[config.mk]
export PLATFORM = sky130hd
export DESIGN_NAME = history_stack12
export DESIGN_NICKNAME = d
export VERILOG_FILES = /design/src/rtl/revproc_pkg.sv /design/src/rtl/history_stack_mem.sv /design/src/rtl/history_stack12.sv
export SDC_FILE = /design/constraint.sdc
export NUM_CORES = 1
export LEC_CHECK = 0
export ABC_AREA = 1
export BUFFER_PORTS_ARGS = -buffer_cell sky130_fd_sc_hd__buf_2
export CAP_MARGIN = 20
export CORE_UTILIZATION = 55
export CTS_CLUSTER_DIAMETER = 50
export CTS_CLUSTER_SIZE = 40
export DETAILED_ROUTE_END_ITERATION = 8
export PLACE_DENSITY = 0.87
export SLEW_MARGIN = 20
export SYNTH_ARGS = -nofsm -noshare
export SYNTH_HDL_FRONTEND = slang
export SYNTH_HIERARCHICAL = 1
export SYNTH_SLANG_ARGS = --single-unit
[constraint.sdc]
create_clock -name clk -period 2.5 [get_ports clk]
set_input_delay 0.375 -clock clk [delete_from_list [all_inputs] [get_ports clk]]
set_output_delay 0.375 -clock clk [all_outputs]
set_load 0.005 [all_outputs]
[src/rtl/revproc_pkg.sv]
// Shared constants for the reversible datapath.
// DATA_W     : width of the 12-bit architectural registers and their history values.
// HIST_DEPTH : default number of history entries held per register.
package revproc_pkg;
  localparam int unsigned DATA_W     = 12;
  localparam int unsigned HIST_DEPTH = 16;
endpackage

[src/rtl/history_stack_mem.sv]
// Storage array for history_stack12. Kept apart from the control so it can be
// replaced by a vendor RAM with the same port shape.
// Ports:
//   clk      : clock, writes on rising edge
//   i_we     : write enable
//   i_waddr  : write address
//   i_wdata  : write data
//   i_raddr  : read address (combinational read)
//   o_rdata  : read data
module history_stack_mem
  import revproc_pkg::*;
#(
  parameter int unsigned DEPTH = HIST_DEPTH,
  parameter int unsigned AW    = $clog2(DEPTH)
) (
  input  logic              clk,
  input  logic              i_we,
  input  logic [AW-1:0]     i_waddr,
  input  logic [DATA_W-1:0] i_wdata,
  input  logic [AW-1:0]     i_raddr,
  output logic [DATA_W-1:0] o_rdata
);

  // Contents are never reset; only the stack pointer decides what is valid.
  logic [DATA_W-1:0] r_mem [DEPTH];

  always_ff @(posedge clk) begin
    if (i_we) begin
      r_mem[i_waddr] <= i_wdata;
    end
  end

  assign o_rdata = r_mem[i_raddr];

endmodule

[src/rtl/history_stack12.sv]
// LIFO history stack for 12-bit register values on the reverse-execution path.
// Forward execution pushes the value a register is about to lose; reverse
// execution pops them back in strict LIFO order.
// Ports:
//   clk       : clock
//   clr       : synchronous active-high reset (priority over push/pop)
//   push      : store push_data on top this cycle
//   push_data : value being saved
//   pop       : remove top entry this cycle
//   pop_data  : value removed by the last accepted pop (registered)
//   pop_valid : one-cycle strobe qualifying pop_data
//   count     : number of entries held, 0..DEPTH
//   empty     : count == 0
//   full      : count == DEPTH
//   ovf       : sticky, push rejected while full
//   udf       : sticky, pop rejected while empty
module history_stack12
  import revproc_pkg::*;
#(
  parameter int unsigned DEPTH = HIST_DEPTH,
  parameter int unsigned AW    = $clog2(DEPTH)
) (
  input  logic              clk,
  input  logic              clr,
  input  logic              push,
  input  logic [DATA_W-1:0] push_data,
  input  logic              pop,
  output logic [DATA_W-1:0] pop_data,
  output logic              pop_valid,
  output logic [AW:0]       count,
  output logic              empty,
  output logic              full,
  output logic              ovf,
  output logic              udf
);

  localparam logic [AW:0] FullCount = (AW + 1)'(DEPTH);

  logic [AW:0]       r_sp;
  logic [DATA_W-1:0] r_pop_data;
  logic              r_pop_valid;
  logic              r_ovf;
  logic              r_udf;

  logic [AW:0]       w_sp_m1;
  logic [AW-1:0]     w_top_idx;
  logic [DATA_W-1:0] w_top_data;
  logic              w_empty;
  logic              w_full;
  logic              w_we;
  logic [AW-1:0]     w_waddr;

  assign w_empty   = (r_sp == '0);
  assign w_full    = (r_sp == FullCount);
  assign w_sp_m1   = r_sp - 1'b1;
  assign w_top_idx = w_sp_m1[AW-1:0];

  // Push-only writes above the top; push+pop overwrites the top in place (swap).
  always_comb begin
    w_we    = 1'b0;
    w_waddr = r_sp[AW-1:0];
    if (!clr && push) begin
      if (pop) begin
        w_we    = !w_empty;
        w_waddr = w_top_idx;
      end else begin
        w_we    = !w_full;
        w_waddr = r_sp[AW-1:0];
      end
    end
  end

  history_stack_mem #(
    .DEPTH (DEPTH),
    .AW    (AW)
  ) u_mem (
    .clk     (clk),
    .i_we    (w_we),
    .i_waddr (w_waddr),
    .i_wdata (push_data),
    .i_raddr (w_top_idx),
    .o_rdata (w_top_data)
  );

  always_ff @(posedge clk) begin
    if (clr) begin
      r_sp        <= '0;
      r_pop_data  <= '0;
      r_pop_valid <= 1'b0;
      r_ovf       <= 1'b0;
      r_udf       <= 1'b0;
    end else begin
      r_pop_valid <= 1'b0;
      if (push && pop) begin
        r_pop_valid <= 1'b1;
        // Empty stack: value passes straight through, no underflow.
        r_pop_data  <= w_empty ? push_data : w_top_data;
      end else if (push) begin
        if (w_full) begin
          r_ovf <= 1'b1;
        end else begin
          r_sp <= r_sp + 1'b1;
        end
      end else if (pop) begin
        if (w_empty) begin
          r_udf <= 1'b1;
        end else begin
          r_pop_data  <= w_top_data;
          r_pop_valid <= 1'b1;
          r_sp        <= w_sp_m1;
        end
      end
    end
  end

  assign pop_data  = r_pop_data;
  assign pop_valid = r_pop_valid;
  assign count     = r_sp;
  assign empty     = w_empty;
  assign full      = w_full;
  assign ovf       = r_ovf;
  assign udf       = r_udf;

endmodule

=== Word-level counts from Yosys, hierarchy flattened ===
Memories as Yosys holds them, arrays and structs flattened.
Cells that the tools add are included.

* Mux-type cells: 19
* Add/sub/neg operators: 2
* Eq/ne operators: 5
* Bitwise operators: 2
* Reduce and logical (&&, ||, !) cells: 12

{| class="wikitable"
|+ Operators with widths
! cell !! number
|-
| 12-bit two-way mux || 5
|-
| 5-bit two-way mux || 4
|-
| 1-bit two-way mux || 8
|-
| 4-bit two-way mux || 2
|-
| 4-bit AND reduction || 2
|-
| 3-bit AND reduction || 2
|-
| 5-bit by 1-bit adder with 5-bit output (second input constant) || 1
|-
| 5-bit == test (second input constant) || 1
|-
| 5-bit logical NOT || 1
|-
| 5-bit by 1-bit subtractor with 5-bit output (second input constant) || 1
|-
| 2-bit by 1-bit != test with 1-bit output (second input constant) || 2
|-
| 2-bit != test (second input constant) || 2
|-
| 2-bit nonzero test || 2
|-
| 1-bit logical NOT || 3
|-
| 1-bit logical AND || 2
|-
| 1-bit inverter || 2
|}

* Logic and storage cells: 46
* RAM bits: 192
* Output and inout bits: 22
* Flip-flop bits (word level): 20
* Memories: 1

{| class="wikitable"
|+ Memories
! memory !! depth !! width !! read ports !! clocked after Yosys merged registers in !! write ports !! line !! RTL
|-
| u_mem.r_mem || 16 || 12 || 1 || 0 || 1 || history_stack_mem.sv:25 || <nowiki>logic [DATA_W-1:0] r_mem [DEPTH];</nowiki>
|}

=== Depth between registers and ports, before layout ===
* Depth after elaboration: 6
* Depth in mapped cells: 14
* Mapped depth without buffers: 12

=== Hierarchy ===
The synthesis kept the hierarchy.

{| class="wikitable"
|+ By module, submodules not included
! module !! area each (µm²) !! cells an instance !! times used
|-
| history_stack_mem || 8,316.7 || 801 || 1
|-
| history_stack12 || 1,251.2 || 191 || 1
|}

=== Worst setup path before layout ===
OpenSTA, ideal clock, no wires.

* Path type: register to register
* Start: register r_sp[0] (netlist: count[0])
* End: memory u_mem.r_mem[15][0] (enable)
* Buffers on the path: 0
* Clock period less this slack: 2.477 ns
* Stages on the path, launching flop included: 8
* Path slack: 0.023 ns
* Setup time: 0.380 ns
* Required time: 2.120 ns
* Arrival: 2.097 ns
* Cell sequence: dfxtp_1 > inv_1 > ha_1 > nand3_1 > inv_1 > a211oi_1 > nand3_1 > nor2_1

* Elaborated cells between the ends (all ways): 11
* Those cells by class: 1 x add/sub; 1 x eq/ne; 6 x mux; 3 x reduce/logical

{| class="wikitable"
|+ RTL lines
! element !! line !! RTL
|-
| start: declaration || history_stack12.sv:39 || <nowiki>logic [AW:0] r_sp;</nowiki>
|-
| start signal: assignment || history_stack12.sv:102 || <nowiki>r_sp <= r_sp + 1'b1;</nowiki>
|-
| start signal: assignment || history_stack12.sv:110 || <nowiki>r_sp <= w_sp_m1;</nowiki>
|-
| 5-bit by 1-bit subtractor with 5-bit output || history_stack12.sv:55 || <nowiki>assign w_sp_m1 = r_sp - 1'b1;</nowiki>
|-
| via w_sp_m1[0] || history_stack12.sv:45 || <nowiki>logic [AW:0] w_sp_m1;</nowiki>
|-
| 4-bit two-way mux || history_stack12.sv:63 || <nowiki>if (pop) begin</nowiki>
|-
| 4-bit two-way mux || history_stack12.sv:62 || <nowiki>if (!clr && push) begin</nowiki>
|-
| end: declaration || history_stack_mem.sv:25 ||
|}

The timed path passes the listed nets, and every way through them passes these cells.

=== Worst setup path after layout ===
* Start: register r_sp[0] (netlist: count[0])
* End: memory u_mem.r_mem[0][1] (enable)

The elaborated chain is that of the path after synthesis.

==> results.md <==
Floorplan:
- For this configuration, the core starts out at a cell density of 0.5709.
- The floorplan step set the die height to 133.9 um.
- The core footprint is between 0.015 and 0.02 mm2.
- The die area is 0.01793 mm2.
- The number of top-level pins is 38.
- Row generation in the floorplan step produced 47 rows.
- The horizontal die dimension is roughly 130 um.

GRT:
- The all-layer global routing usage is 0.2525.
- The global routing's busiest layer is met2.
- The global-route wire length before repair is between 30,000 and 40,000 um.
- The largest net degree at the start of global routing is 99.
- The number of global-route vias before repair is 6,875.
- The routing usage on met3 is 0.03666.
- Summed over all layers, the global routing overflow is 0.
- The number of antenna violations at the first check in global routing is 0.
- In the global route stage, met1 resource usage came out at 0.3126.
- The met2 global-route usage is 0.4298.

Worst hold path:
- The min-delay analysis places its worst path in the category in2reg.

Clocking:
- Clock tree synthesis selected as its root buffer the cell sky130_fd_sc_hd__clkbuf_16.
- The number of clock sinks is 212.
- Post-CTS timing repair inserted 0 buffers for setup.
- Buffers inserted during clock tree synthesis total 18.
- The CTS H-tree depth is 1.
- The number of hold buffers added after CTS is 0.
- The clock tree from TritonCTS is done.
- Counting along the longest clock path gives a buffer depth of 3.
- The worst-skew pair later-pin latency is 0.50 ns.
- In this run, post-CTS repair resized a total of 0 instances.
- Clock-pin slew was measured on the worst setup and hold paths at 0.08 ns.

Logic synthesis:
- The post-synthesis instance area is approximately 0.0096 mm2.
- The share of synthesized area in the top cell type comes to 0.6026.
- Synthesis handed over a netlist of between 900 and 1,000 instances.
- Summed over all instances, the cell type with the most area after synthesis is sky130_fd_sc_hd__edfxtp_1.
- The flip-flop and latch count after synthesis is 212.
- For this run, the register share of the synthesized area comes to 0.6444.
- The mean post-synth cell area is about 9.6 um2.
- By area the synthesized netlist is led by sky130_fd_sc_hd__edfxtp_1 (60%), sky130_fd_sc_hd__nand2_1 (12%), sky130_fd_sc_hd__nand3_1 (8.6%), sky130_fd_sc_hd__inv_1 (7.2%), sky130_fd_sc_hd__dfxtp_1 (4.2%).
- The number of nets in the synthesized netlist is 1,010.
- The distinct cell type count of the synthesized netlist is 26.
- The Yosys step of the flow raised 6 warnings.

Run:
- The number of maximum-capacitance constraint violations is 0.

Pwr:
- The worst vdd rail ir drop is 0.6141 mV.
- The leakage power total is 0.004804 uW.
- The power density over cell area is 814.4 mW/mm2.

Placement:
- Detailed placement finished with a half-perimeter wire length of 13,680 um.
- The congestion estimate from routability-driven global placement came to 0.8508.
- The number of port buffers is 37.

STA:
- After layout, the minimum clock period comes to 2.302 ns.
- Setup repair after global routing left no endpoint under its margin.
- The number of pins exceeding their max-slew limit in the final report is 0.
- On the final layout, the worst clock skew is roughly 0.020 ns.
- The final-report hold violation count came to 0.
- The top achievable clock speed is 434.3 MHz.
- For the final routed database, the setup TNS stands at 0 ns.
- The portion of the clock cycle consumed by the worst path in the final layout is 0.9210.
- The slew of the pin with the lowest slew margin is 0.5430 ns.
- The worst pin sits at a relative slew slack of 0.6376.
- Setup violations remaining at the end of the flow were counted as 0.

Route:
- Once detail routing completed, the nets flagged for antenna violations numbered 0.
- Dividing the detail-routed wire length by the instance count gives 17.49 um.
- For this run, the detailed router's first-pass iteration total came to 7.
- The final route contains 7,003 vias.
- The DRC marker count from the first detailed-route iteration is around 870.
- The total length of routed wires is ~22,000 um.
- The count of unresolved DRC violations after routing is 0.
- The number of vias per cell is 5.510.

Layout:
- The final antenna diode count is 0.
- The final cell utilization of the core is 0.6376.
- The sequential cells in the finished layout cover a total of 0.006167 mm2.
- The net total in the final layout is ~1,100.
- The fraction of layout instances using a drive strength above 1 is 0.1227.
- Counting the fill cells in the layout gives 1,236.
- The area added between synthesis and finish is 11.68%.
- The total area of multi-input combinational cells is 0.002429 mm2.

Critical path:
- For the worst setup path, the data required time is between 2 and 3 ns.
- The startpoint type of the worst setup path is a register.
- STA classifies the critical path endpoint as a register.
- The arrival time at the worst endpoint is 2.51 ns.
- The worst setup path is of the reg2reg kind.
- Of all nets on the critical path, the largest fanout is 10.

Run status:
- The flow ran to the end, and the final reports show no timing, DRC or antenna violations.
==> power by group <==
| group | internal [uW] | switching [uW] | leakage, uW |
|---|---|---|---|
| sequential | 3960 | 52.9 | 0.00189 |
| clock | 1510 | 1350 | 0.000297 |
| combinational | 569 | 1250 | 0.00261 |
| total | 6040 | 2660 | 0.00480 |
==> final timing paths <==
check,startpoint,to,slack [ns],cells after the start
setup / recovery,count[0]$_SDFFE_PP0P_,u_mem/r_mem[0][1]$_DFFE_PP_,0.20,9
hold / removal,clr,ovf$_SDFFE_PP0P_,0.11,2
setup reg to reg,count[0]$_SDFFE_PP0P_,u_mem/r_mem[0][1]$_DFFE_PP_,0.20,9
hold reg to reg,ovf$_SDFFE_PP0P_,ovf$_SDFFE_PP0P_,0.48,2
==> final cells by class <==
class                   count  area share
clock inverters            13     0.01534
multi-input cells         548      0.2273
clock buffers              19     0.04251
flip-flops and latches    212      0.5772
inverters                 188     0.06604
well taps                 220     0.02576
repair buffers             71     0.04590
==> worst max-delay path, cell delays in order (launching register included) <==
cell                       delay (ns)
sky130_fd_sc_hd__dfxtp_1         0.34
sky130_fd_sc_hd__inv_2           0.08
sky130_fd_sc_hd__ha_1            0.29
sky130_fd_sc_hd__nand3_1         0.14
sky130_fd_sc_hd__inv_1           0.08
sky130_fd_sc_hd__a211oi_1        0.28
sky130_fd_sc_hd__buf_4           0.19
sky130_fd_sc_hd__nand2_1         0.11
sky130_fd_sc_hd__nor2_1          0.27
sky130_fd_sc_hd__buf_4           0.25
==> metrics by stage <==
stage | instances | hold slack (ns) | total power (uW) | cell area (um2) | setup WS [ns]
after detailed placement | 1239 | 0.4582 | 5863 | 10070 | 0.1623
after CTS | 1271 | 0.09841 | 8692 | 10680 | 0.2305
after global routing | 1271 | 0.1068 | 9004 | 10690 | 0.06167
after global placement | 1239 | 0.4572 | 5814 | 10070 | 0.2508
final | 1271 | 0.1102 | 8702 | 10690 | 0.1975
after floorplan | 992 | 0.4474 | 5264 | 9568 | 0.02282
==> flip-flops by register name, summed over array words and instances, names as in the netlist <==
name,flops
count,5
ovf,1
pop_data,12
pop_valid,1
u_mem/r_mem,192
udf,1
==> cells by family after synthesis <==
kind of cell / synth area share
simple gates: 0.2307
compound gates: 0.01674
flops: 0.6444
buf+inv: 0.1025
xor+xnor: 0.001831
fa+ha+maj: 0.002615
mux: 0.001177
==> cells in the final DEF, fill, tap and decap left out, types with 2 or more instances in the layout <==
cell / count
sky130_fd_sc_hd__nor2_2: 2
sky130_fd_sc_hd__inv_8: 2
sky130_fd_sc_hd__a21oi_1: 4
sky130_fd_sc_hd__buf_4: 30
sky130_fd_sc_hd__nor2_1: 34
sky130_fd_sc_hd__buf_2: 37
sky130_fd_sc_hd__nand3_1: 164
sky130_fd_sc_hd__edfxtp_1: 192
sky130_fd_sc_hd__inv_1: 182
sky130_fd_sc_hd__nand2_1: 307
sky130_fd_sc_hd__nand4_1: 2
sky130_fd_sc_hd__ha_1: 2
sky130_fd_sc_hd__clkbuf_16: 18
sky130_fd_sc_hd__dfxtp_1: 19
sky130_fd_sc_hd__o21ai_2: 10
sky130_fd_sc_hd__o21ai_0: 9
sky130_fd_sc_hd__inv_6: 4
sky130_fd_sc_hd__nand3b_1: 2
sky130_fd_sc_hd__buf_12: 4
sky130_fd_sc_hd__clkinv_8: 4
sky130_fd_sc_hd__inv_2: 6
sky130_fd_sc_hd__nand2_2: 5
==> metal layers <==
layer,part of all wire,vias up
met5,0,-
met4,0.040,0
met3,0.086,73
met2,0.50,378
met1,0.37,3291
li1,-,3261
==> Yosys cell counts <==
cell / n
sky130_fd_sc_hd__o21ai_2: 10
sky130_fd_sc_hd__nor2_2: 2
sky130_fd_sc_hd__a211oi_1: 1
sky130_fd_sc_hd__mux2_2: 1
sky130_fd_sc_hd__buf_4: 2
sky130_fd_sc_hd__nand4_1: 2
sky130_fd_sc_hd__inv_2: 5
sky130_fd_sc_hd__buf_2: 22
sky130_fd_sc_hd__o21ai_0: 9
sky130_fd_sc_hd__and2_1: 1
sky130_fd_sc_hd__nand3_4: 1
sky130_fd_sc_hd__nor2_4: 1
sky130_fd_sc_hd__clkbuf_1: 5
sky130_fd_sc_hd__buf_6: 10
sky130_fd_sc_hd__xor2_1: 2
sky130_fd_sc_hd__a21oi_1: 4
sky130_fd_sc_hd__nand2_2: 5
sky130_fd_sc_hd__ha_1: 2
sky130_fd_sc_hd__nor2_1: 34
sky130_fd_sc_hd__dfxtp_1: 20
sky130_fd_sc_hd__nand3b_1: 2
sky130_fd_sc_hd__inv_1: 183
sky130_fd_sc_hd__nand3_1: 164
sky130_fd_sc_hd__nand2_1: 307
sky130_fd_sc_hd__edfxtp_1: 192
sky130_fd_sc_hd__buf_1: 5
Note: power is estimated with default switching activity, not from simulation.
